`src/rtl/mcycle_pkg.sv`:
```
// mcycle_pkg: shared types and helpers for the multi-cycle multiply/divide unit.
//   op_e    : MCycleOp encodings (signed/unsigned multiply and divide)
//   state_e : control FSM states
//   Helpers : operation decode, two's-complement negation, conditional negation
//             (used both for operand magnitudes and for the final sign fix).
// Helpers work on MAX_W-bit values; callers zero-extend and size-cast, so the
// unit supports WIDTH up to MAX_W/2.
package mcycle_pkg;

  typedef enum logic [1:0] {
    OP_SMUL = 2'b00,
    OP_UMUL = 2'b01,
    OP_SDIV = 2'b10,
    OP_UDIV = 2'b11
  } op_e;

  typedef enum logic [1:0] {
    IDLE    = 2'd0,
    COMPUTE = 2'd1,
    DONE    = 2'd2
  } state_e;

  localparam int unsigned MAX_W = 128;

  function automatic logic is_div_op(input op_e op);
    return (op == OP_SDIV) || (op == OP_UDIV);
  endfunction

  function automatic logic is_signed_op(input op_e op);
    return (op == OP_SMUL) || (op == OP_SDIV);
  endfunction

  function automatic logic [MAX_W-1:0] twos_neg(input logic [MAX_W-1:0] v);
    return (~v) + MAX_W'(1);
  endfunction

  // Magnitude of a negative operand and the sign fix of a result are the same
  // operation: negate when the flag is set.
  function automatic logic [MAX_W-1:0] cond_neg(input logic [MAX_W-1:0] v,
                                                input logic             neg);
    return neg ? twos_neg(v) : v;
  endfunction

endpackage

```
`src/rtl/mcycle_muldiv_step.sv`:
```
// mcycle_step: combinational single radix-2 iteration on magnitudes.
//   acc_i/acc_o   : accumulator (product high half / partial remainder)
//   sreg_i/sreg_o : shift register (multiplier -> product low half /
//                   dividend -> quotient)
//   opnd_i        : multiplicand or divisor magnitude
//   op_i          : operation; selects add-shift or restoring trial-subtract
module mcycle_step
  import mcycle_pkg::*;
#(
  parameter int unsigned WIDTH = 32
) (
  input  logic [WIDTH-1:0] acc_i,
  input  logic [WIDTH-1:0] sreg_i,
  input  logic [WIDTH-1:0] opnd_i,
  input  op_e              op_i,
  output logic [WIDTH-1:0] acc_o,
  output logic [WIDTH-1:0] sreg_o
);

  logic [WIDTH:0] sum;
  logic [WIDTH:0] rem_sh;
  logic [WIDTH:0] diff;
  logic           take;

  always_comb begin
    // Multiply: conditionally add, then shift {carry, acc, sreg} right by one.
    sum    = {1'b0, acc_i} + (sreg_i[0] ? {1'b0, opnd_i} : '0);
    // Divide: shift next dividend bit into the remainder and trial-subtract.
    rem_sh = {acc_i, sreg_i[WIDTH-1]};
    diff   = rem_sh - {1'b0, opnd_i};
    take   = (rem_sh >= {1'b0, opnd_i});

    if (is_div_op(op_i)) begin
      acc_o  = take ? WIDTH'(diff) : rem_sh[WIDTH-1:0];
      sreg_o = {sreg_i[WIDTH-2:0], take};
    end else begin
      acc_o  = sum[WIDTH:1];
      sreg_o = {sum[0], sreg_i[WIDTH-1:1]};
    end
  end

endmodule

```
`src/rtl/mcycle_muldiv.sv`:
```
// mcycle_muldiv: multi-cycle signed/unsigned multiply and divide unit.
//   CLK, RESETn (async, active low)
//   Start      : request, accepted in IDLE or DONE
//   MCycleOp   : 00 smul, 01 umul, 10 sdiv, 11 udiv
//   Operand1/2 : multiplicand/dividend, multiplier/divisor
//   Result1/2  : product low/high or quotient/remainder, held until next Done
//   Busy       : computing; Done: one-cycle result pulse
//   DivByZero  : divide had Operand2 == 0; cleared by the next accepted Start
// Optional macro MCYCLE_EARLY_OUT_EN: divide by zero or multiply by zero skips
// COMPUTE and finishes one cycle after Start with identical results.
// WIDTH must be in 4..64.
module mcycle_muldiv
  import mcycle_pkg::*;
#(
  parameter int unsigned WIDTH = 32
) (
  input  logic             CLK,
  input  logic             RESETn,
  input  logic             Start,
  input  logic [1:0]       MCycleOp,
  input  logic [WIDTH-1:0] Operand1,
  input  logic [WIDTH-1:0] Operand2,
  output logic [WIDTH-1:0] Result1,
  output logic [WIDTH-1:0] Result2,
  output logic             Busy,
  output logic             Done,
  output logic             DivByZero
);

  localparam int unsigned CNT_W = $clog2(WIDTH) + 1;
  localparam int unsigned PW    = 2 * WIDTH;

  state_e           state_q, state_d;
  logic [CNT_W-1:0] cnt_q, cnt_d;
  op_e              op_q, op_d;
  logic [WIDTH-1:0] acc_q, acc_d;
  logic [WIDTH-1:0] sreg_q, sreg_d;
  logic [WIDTH-1:0] opnd_q, opnd_d;
  logic [WIDTH-1:0] raw1_q, raw1_d;
  logic [WIDTH-1:0] result1_q, result1_d;
  logic [WIDTH-1:0] result2_q, result2_d;
  logic             neg_res_q, neg_res_d;
  logic             neg_rem_q, neg_rem_d;
  logic             divz_q, divz_d;
  logic             dbz_q, dbz_d;

  op_e              op_in;
  logic             accept;
  logic             last_step;
  logic             early_out;
  logic             sign1, sign2;
  logic [WIDTH-1:0] mag1, mag2;
  logic [WIDTH-1:0] acc_n, sreg_n;
  logic [PW-1:0]    prod;

  assign op_in = op_e'(MCycleOp);

  mcycle_step #(
    .WIDTH(WIDTH)
  ) u_step (
    .acc_i (acc_q),
    .sreg_i(sreg_q),
    .opnd_i(opnd_q),
    .op_i  (op_q),
    .acc_o (acc_n),
    .sreg_o(sreg_n)
  );

  always_comb begin
    accept    = Start && ((state_q == IDLE) || (state_q == DONE));
    last_step = (state_q == COMPUTE) && (cnt_q == CNT_W'(WIDTH - 1));
  end

`ifdef MCYCLE_EARLY_OUT_EN
  always_comb begin
    early_out = is_div_op(op_in) ? (Operand2 == '0)
                                 : ((Operand1 == '0) || (Operand2 == '0));
  end
`else
  always_comb begin
    early_out = 1'b0;
  end
`endif

  // State register
  always_ff @(posedge CLK or negedge RESETn) begin
    if (!RESETn) begin
      state_q <= IDLE;
    end else begin
      state_q <= state_d;
    end
  end

  // Next-state logic
  always_comb begin
    state_d = state_q;
    unique case (state_q)
      IDLE, DONE: begin
        if (accept) begin
          state_d = early_out ? DONE : COMPUTE;
        end else begin
          state_d = IDLE;
        end
      end
      COMPUTE: begin
        if (last_step) begin
          state_d = DONE;
        end
      end
      default: state_d = IDLE;
    endcase
  end

  // Outputs
  always_comb begin
    Busy = (state_q == COMPUTE);
    Done = (state_q == DONE);
  end

  assign Result1   = result1_q;
  assign Result2   = result2_q;
  assign DivByZero = dbz_q;

  // Datapath next values
  always_comb begin
    cnt_d     = cnt_q;
    op_d      = op_q;
    acc_d     = acc_q;
    sreg_d    = sreg_q;
    opnd_d    = opnd_q;
    raw1_d    = raw1_q;
    result1_d = result1_q;
    result2_d = result2_q;
    neg_res_d = neg_res_q;
    neg_rem_d = neg_rem_q;
    divz_d    = divz_q;
    dbz_d     = dbz_q;
    sign1     = 1'b0;
    sign2     = 1'b0;
    mag1      = '0;
    mag2      = '0;
    prod      = '0;

    if (accept) begin
      sign1     = is_signed_op(op_in) & Operand1[WIDTH-1];
      sign2     = is_signed_op(op_in) & Operand2[WIDTH-1];
      mag1      = WIDTH'(cond_neg(MAX_W'(Operand1), sign1));
      mag2      = WIDTH'(cond_neg(MAX_W'(Operand2), sign2));
      op_d      = op_in;
      cnt_d     = '0;
      acc_d     = '0;
      raw1_d    = Operand1;
      divz_d    = (Operand2 == '0);
      neg_res_d = sign1 ^ sign2;
      neg_rem_d = sign1;
      dbz_d     = 1'b0;
      if (is_div_op(op_in)) begin
        sreg_d = mag1;
        opnd_d = mag2;
      end else begin
        sreg_d = mag2;
        opnd_d = mag1;
      end
      if (early_out) begin
        if (is_div_op(op_in)) begin
          result1_d = '1;
          result2_d = Operand1;
          dbz_d     = 1'b1;
        end else begin
          result1_d = '0;
          result2_d = '0;
        end
      end
    end else if (state_q == COMPUTE) begin
      acc_d  = acc_n;
      sreg_d = sreg_n;
      cnt_d  = cnt_q + CNT_W'(1);
      // Final step: results come straight from the step outputs so the sign
      // fix lands in the same cycle as the last iteration.
      if (last_step) begin
        if (is_div_op(op_q)) begin
          if (divz_q) begin
            result1_d = '1;
            result2_d = raw1_q;
            dbz_d     = 1'b1;
          end else begin
            result1_d = WIDTH'(cond_neg(MAX_W'(sreg_n), neg_res_q));
            result2_d = WIDTH'(cond_neg(MAX_W'(acc_n), neg_rem_q));
          end
        end else begin
          prod      = PW'(cond_neg(MAX_W'({acc_n, sreg_n}), neg_res_q));
          result1_d = prod[WIDTH-1:0];
          result2_d = prod[PW-1:WIDTH];
        end
      end
    end
  end

  always_ff @(posedge CLK or negedge RESETn) begin
    if (!RESETn) begin
      cnt_q     <= '0;
      op_q      <= OP_SMUL;
      acc_q     <= '0;
      sreg_q    <= '0;
      opnd_q    <= '0;
      raw1_q    <= '0;
      result1_q <= '0;
      result2_q <= '0;
      neg_res_q <= 1'b0;
      neg_rem_q <= 1'b0;
      divz_q    <= 1'b0;
      dbz_q     <= 1'b0;
    end else begin
      cnt_q     <= cnt_d;
      op_q      <= op_d;
      acc_q     <= acc_d;
      sreg_q    <= sreg_d;
      opnd_q    <= opnd_d;
      raw1_q    <= raw1_d;
      result1_q <= result1_d;
      result2_q <= result2_d;
      neg_res_q <= neg_res_d;
      neg_rem_q <= neg_rem_d;
      divz_q    <= divz_d;
      dbz_q     <= dbz_d;
    end
  end

endmodule

```
`config.mk`:
```
export PLATFORM = sky130hd
export DESIGN_NAME = mcycle_muldiv
export DESIGN_NICKNAME = d
export VERILOG_FILES = /design/src/rtl/mcycle_pkg.sv /design/src/rtl/mcycle_muldiv_step.sv /design/src/rtl/mcycle_muldiv.sv
export SDC_FILE = /design/constraint.sdc
export NUM_CORES = 1
export LEC_CHECK = 0
export BUFFER_PORTS_ARGS = -buffer_cell sky130_fd_sc_hd__buf_2
export CORE_MARGIN = 2
export CORE_UTILIZATION = 55
export DETAILED_ROUTE_END_ITERATION = 7
export PLACE_DENSITY = 0.74
export RECOVER_POWER = 50
export SYNTH_ARGS = -nofsm -noshare
export SYNTH_HDL_FRONTEND = slang
export SYNTH_HIERARCHICAL = 1
export SYNTH_SLANG_ARGS = --single-unit
```
`constraint.sdc`:
```
create_clock -name CLK -period 6.1 [get_ports CLK]
set_input_delay 1.22 -clock CLK [delete_from_list [all_inputs] [get_ports CLK]]
set_output_delay 1.22 -clock CLK [all_outputs]
set_load 0.02 [all_outputs]
```
==> results.toml <==
[synthesis]
syn_avg_cell_area_um2 = 8.04
syn-instance-count = 2145
synthesis.area_um2 = 17200
ys.warnings.count = 6
syn_nets = 2285

[routing]
drc_errors = 0
routed_wirelength_mm = 66.6
wl_per_cell_um = 25.3
viasPerCell = 6.84
antenna_left = 0
first_iter_violations = 2517
vias = 18000
drt_pass1_iterations = 8

[clocking]
cts_buffers = 25
cts_tree = "done"
cts-htree-levels = 1
cts_hold_buf = 0
cts.clk_slew.worst_paths_ps = 60
cts_setup_buffers = 0
clock_path_buffers = 3
root_buffer = "clkbuf_16"
cts_resized = 0
clock_latency_ps = 570
cts_sinks = 205

[hold_path]
min-delay-start = "Result2[27]$_DFFE_PN0P_"
min_path_type = "reg -> reg"

[floorplan]
rows = 64
dieWidth_um = 181
start_util = 0.561
boundaryPins = 136
core-area_um2 = 30700
dieArea_um2 = 32800
die_h_um = 181

[grt]
antenna_found_initial = 0
grt_max_degree = 98
grt_usage = 0.397
grt_remaining_overflow = 0
grt_pass1_wl_mm = 101
first_global_vias = 17000

[timing]
slew_headroom = -1.18
worst_pin_slew_ps = 3280
finalCriticalPeriod_ps = 5910
setup_tns_ps = 0
min_period_over_period = 0.970
holdWs_ps = 469
slew_violations = 226
final_hold_viol_count = 0
fin_worst_skew_ps = 38.5
setup_viol = 0
clock.fmax_ghz = 0.169

[flow_run]
drv_cap = 4

[layout]
areaGrowthSynthToFinish_pct = 11.2
nNetsFinal = 2359
diodes = 0
drive_above_1_share = 0.135
mostFrequentLayoutCell = "nand2_1"
final_cell_mix = "nand2_1, dfrtp_1, a21oi_1"

[outcome]
violations = "capacitance limit, slew limit"
status = "finished with violations"

[worst_setup_path]
arrival_ps = 6360
r2r-start = "opnd_q[30]$_DFFE_PN0P_"
ff2ff_setup_slack_ps = 190
critPathCapture = "Result2[23]$_DFFE_PN0P_"
r2r_cells = 18
cp-start-kind = "flop"
cp_max_fo = 14
worst-setup-path-type = "reg -> reg"
end_kind = "flop"
required_ps = 6540
timing.rr.end = "Result2[23]$_DFFE_PN0P_"
critical_path.startpoint = "opnd_q[30]$_DFFE_PN0P_"

[place]
gp_congestion = 1.09
hpwlAfterDp_mm = 49.7
io_buffers = 135
[critical path, stage by stage, from the launching register on]
cell and delay, ps:
dfrtp_1 480, inv_1 70, ha_1 340, nand2_1 80, nor3_1 440, nand2_1 110
nor4_1 480, a21oi_1 130, o21ai_0 160, a31o_4 280, buf_4 330, mux2_4 340
a22o_1 280, or4_1 690, or3_1 490, or3_1 460, or4_1 410, a21oi_1 160
o31ai_1 80
[worst min-delay path by stage]
stage | cells after the start | to | slack [ps]
3_3_place_gp | 2 | Result2[27]$_DFFE_PN0P_ | 460
4_1_cts | 2 | Result2[27]$_DFFE_PN0P_ | 480
3_5_place_dp | 2 | Result2[16]$_DFFE_PN0P_ | 460
5_1_grt | 2 | Result2[16]$_DFFE_PN0P_ | 490
2_1_floorplan | 2 | raw1_q[7]$_DFFE_PN0P_ | 440
6_report | 2 | Result2[27]$_DFFE_PN0P_ | 470
[registers in the layout, indices dropped and copies added (netlist names)]
name / count
sreg_q: 32
raw1_q: 32
Result1: 32
state_q: 2
DivByZero: 1
opnd_q: 32
neg_rem_q: 1
cnt_q: 6
divz_q: 1
op_q: 1
Result2: 32
acc_q: 32
neg_res_q: 1
[final cells by class]
cell class | count | area [um2]
tap | 396 | 495
sequential | 205 | 5130
clock buffer | 30 | 684
fill | 2781 | 11600
timing repair buffer | 190 | 1080
multi-input combinational | 1722 | 11300
clock inverter | 15 | 224
inverter | 75 | 282
[stage by stage]
step,instance area (um2),instances,worst slack [ps],utilization
finish,19200,2633,186,0.623
global route,19200,2633,-7.68,0.623
CTS,19200,2633,282,0.624
detailed placement,18300,2588,296,0.594
global placement,18300,2588,321,0.594
floorplan,17200,2145,946,-
[metal layers]
metal  global-route usage  vias to the layer above  share of wire
li1                     -                     7997              -
met1                0.524                     8622           0.39
met2                0.611                     1156           0.43
met3               0.0929                      228           0.12
met4                0.204                        0          0.060
met5                    0                        -              0
Power is left out: the tool's default activity adds up to more than one toggle a clock period on the data nets, which glitch-free logic cannot reach.
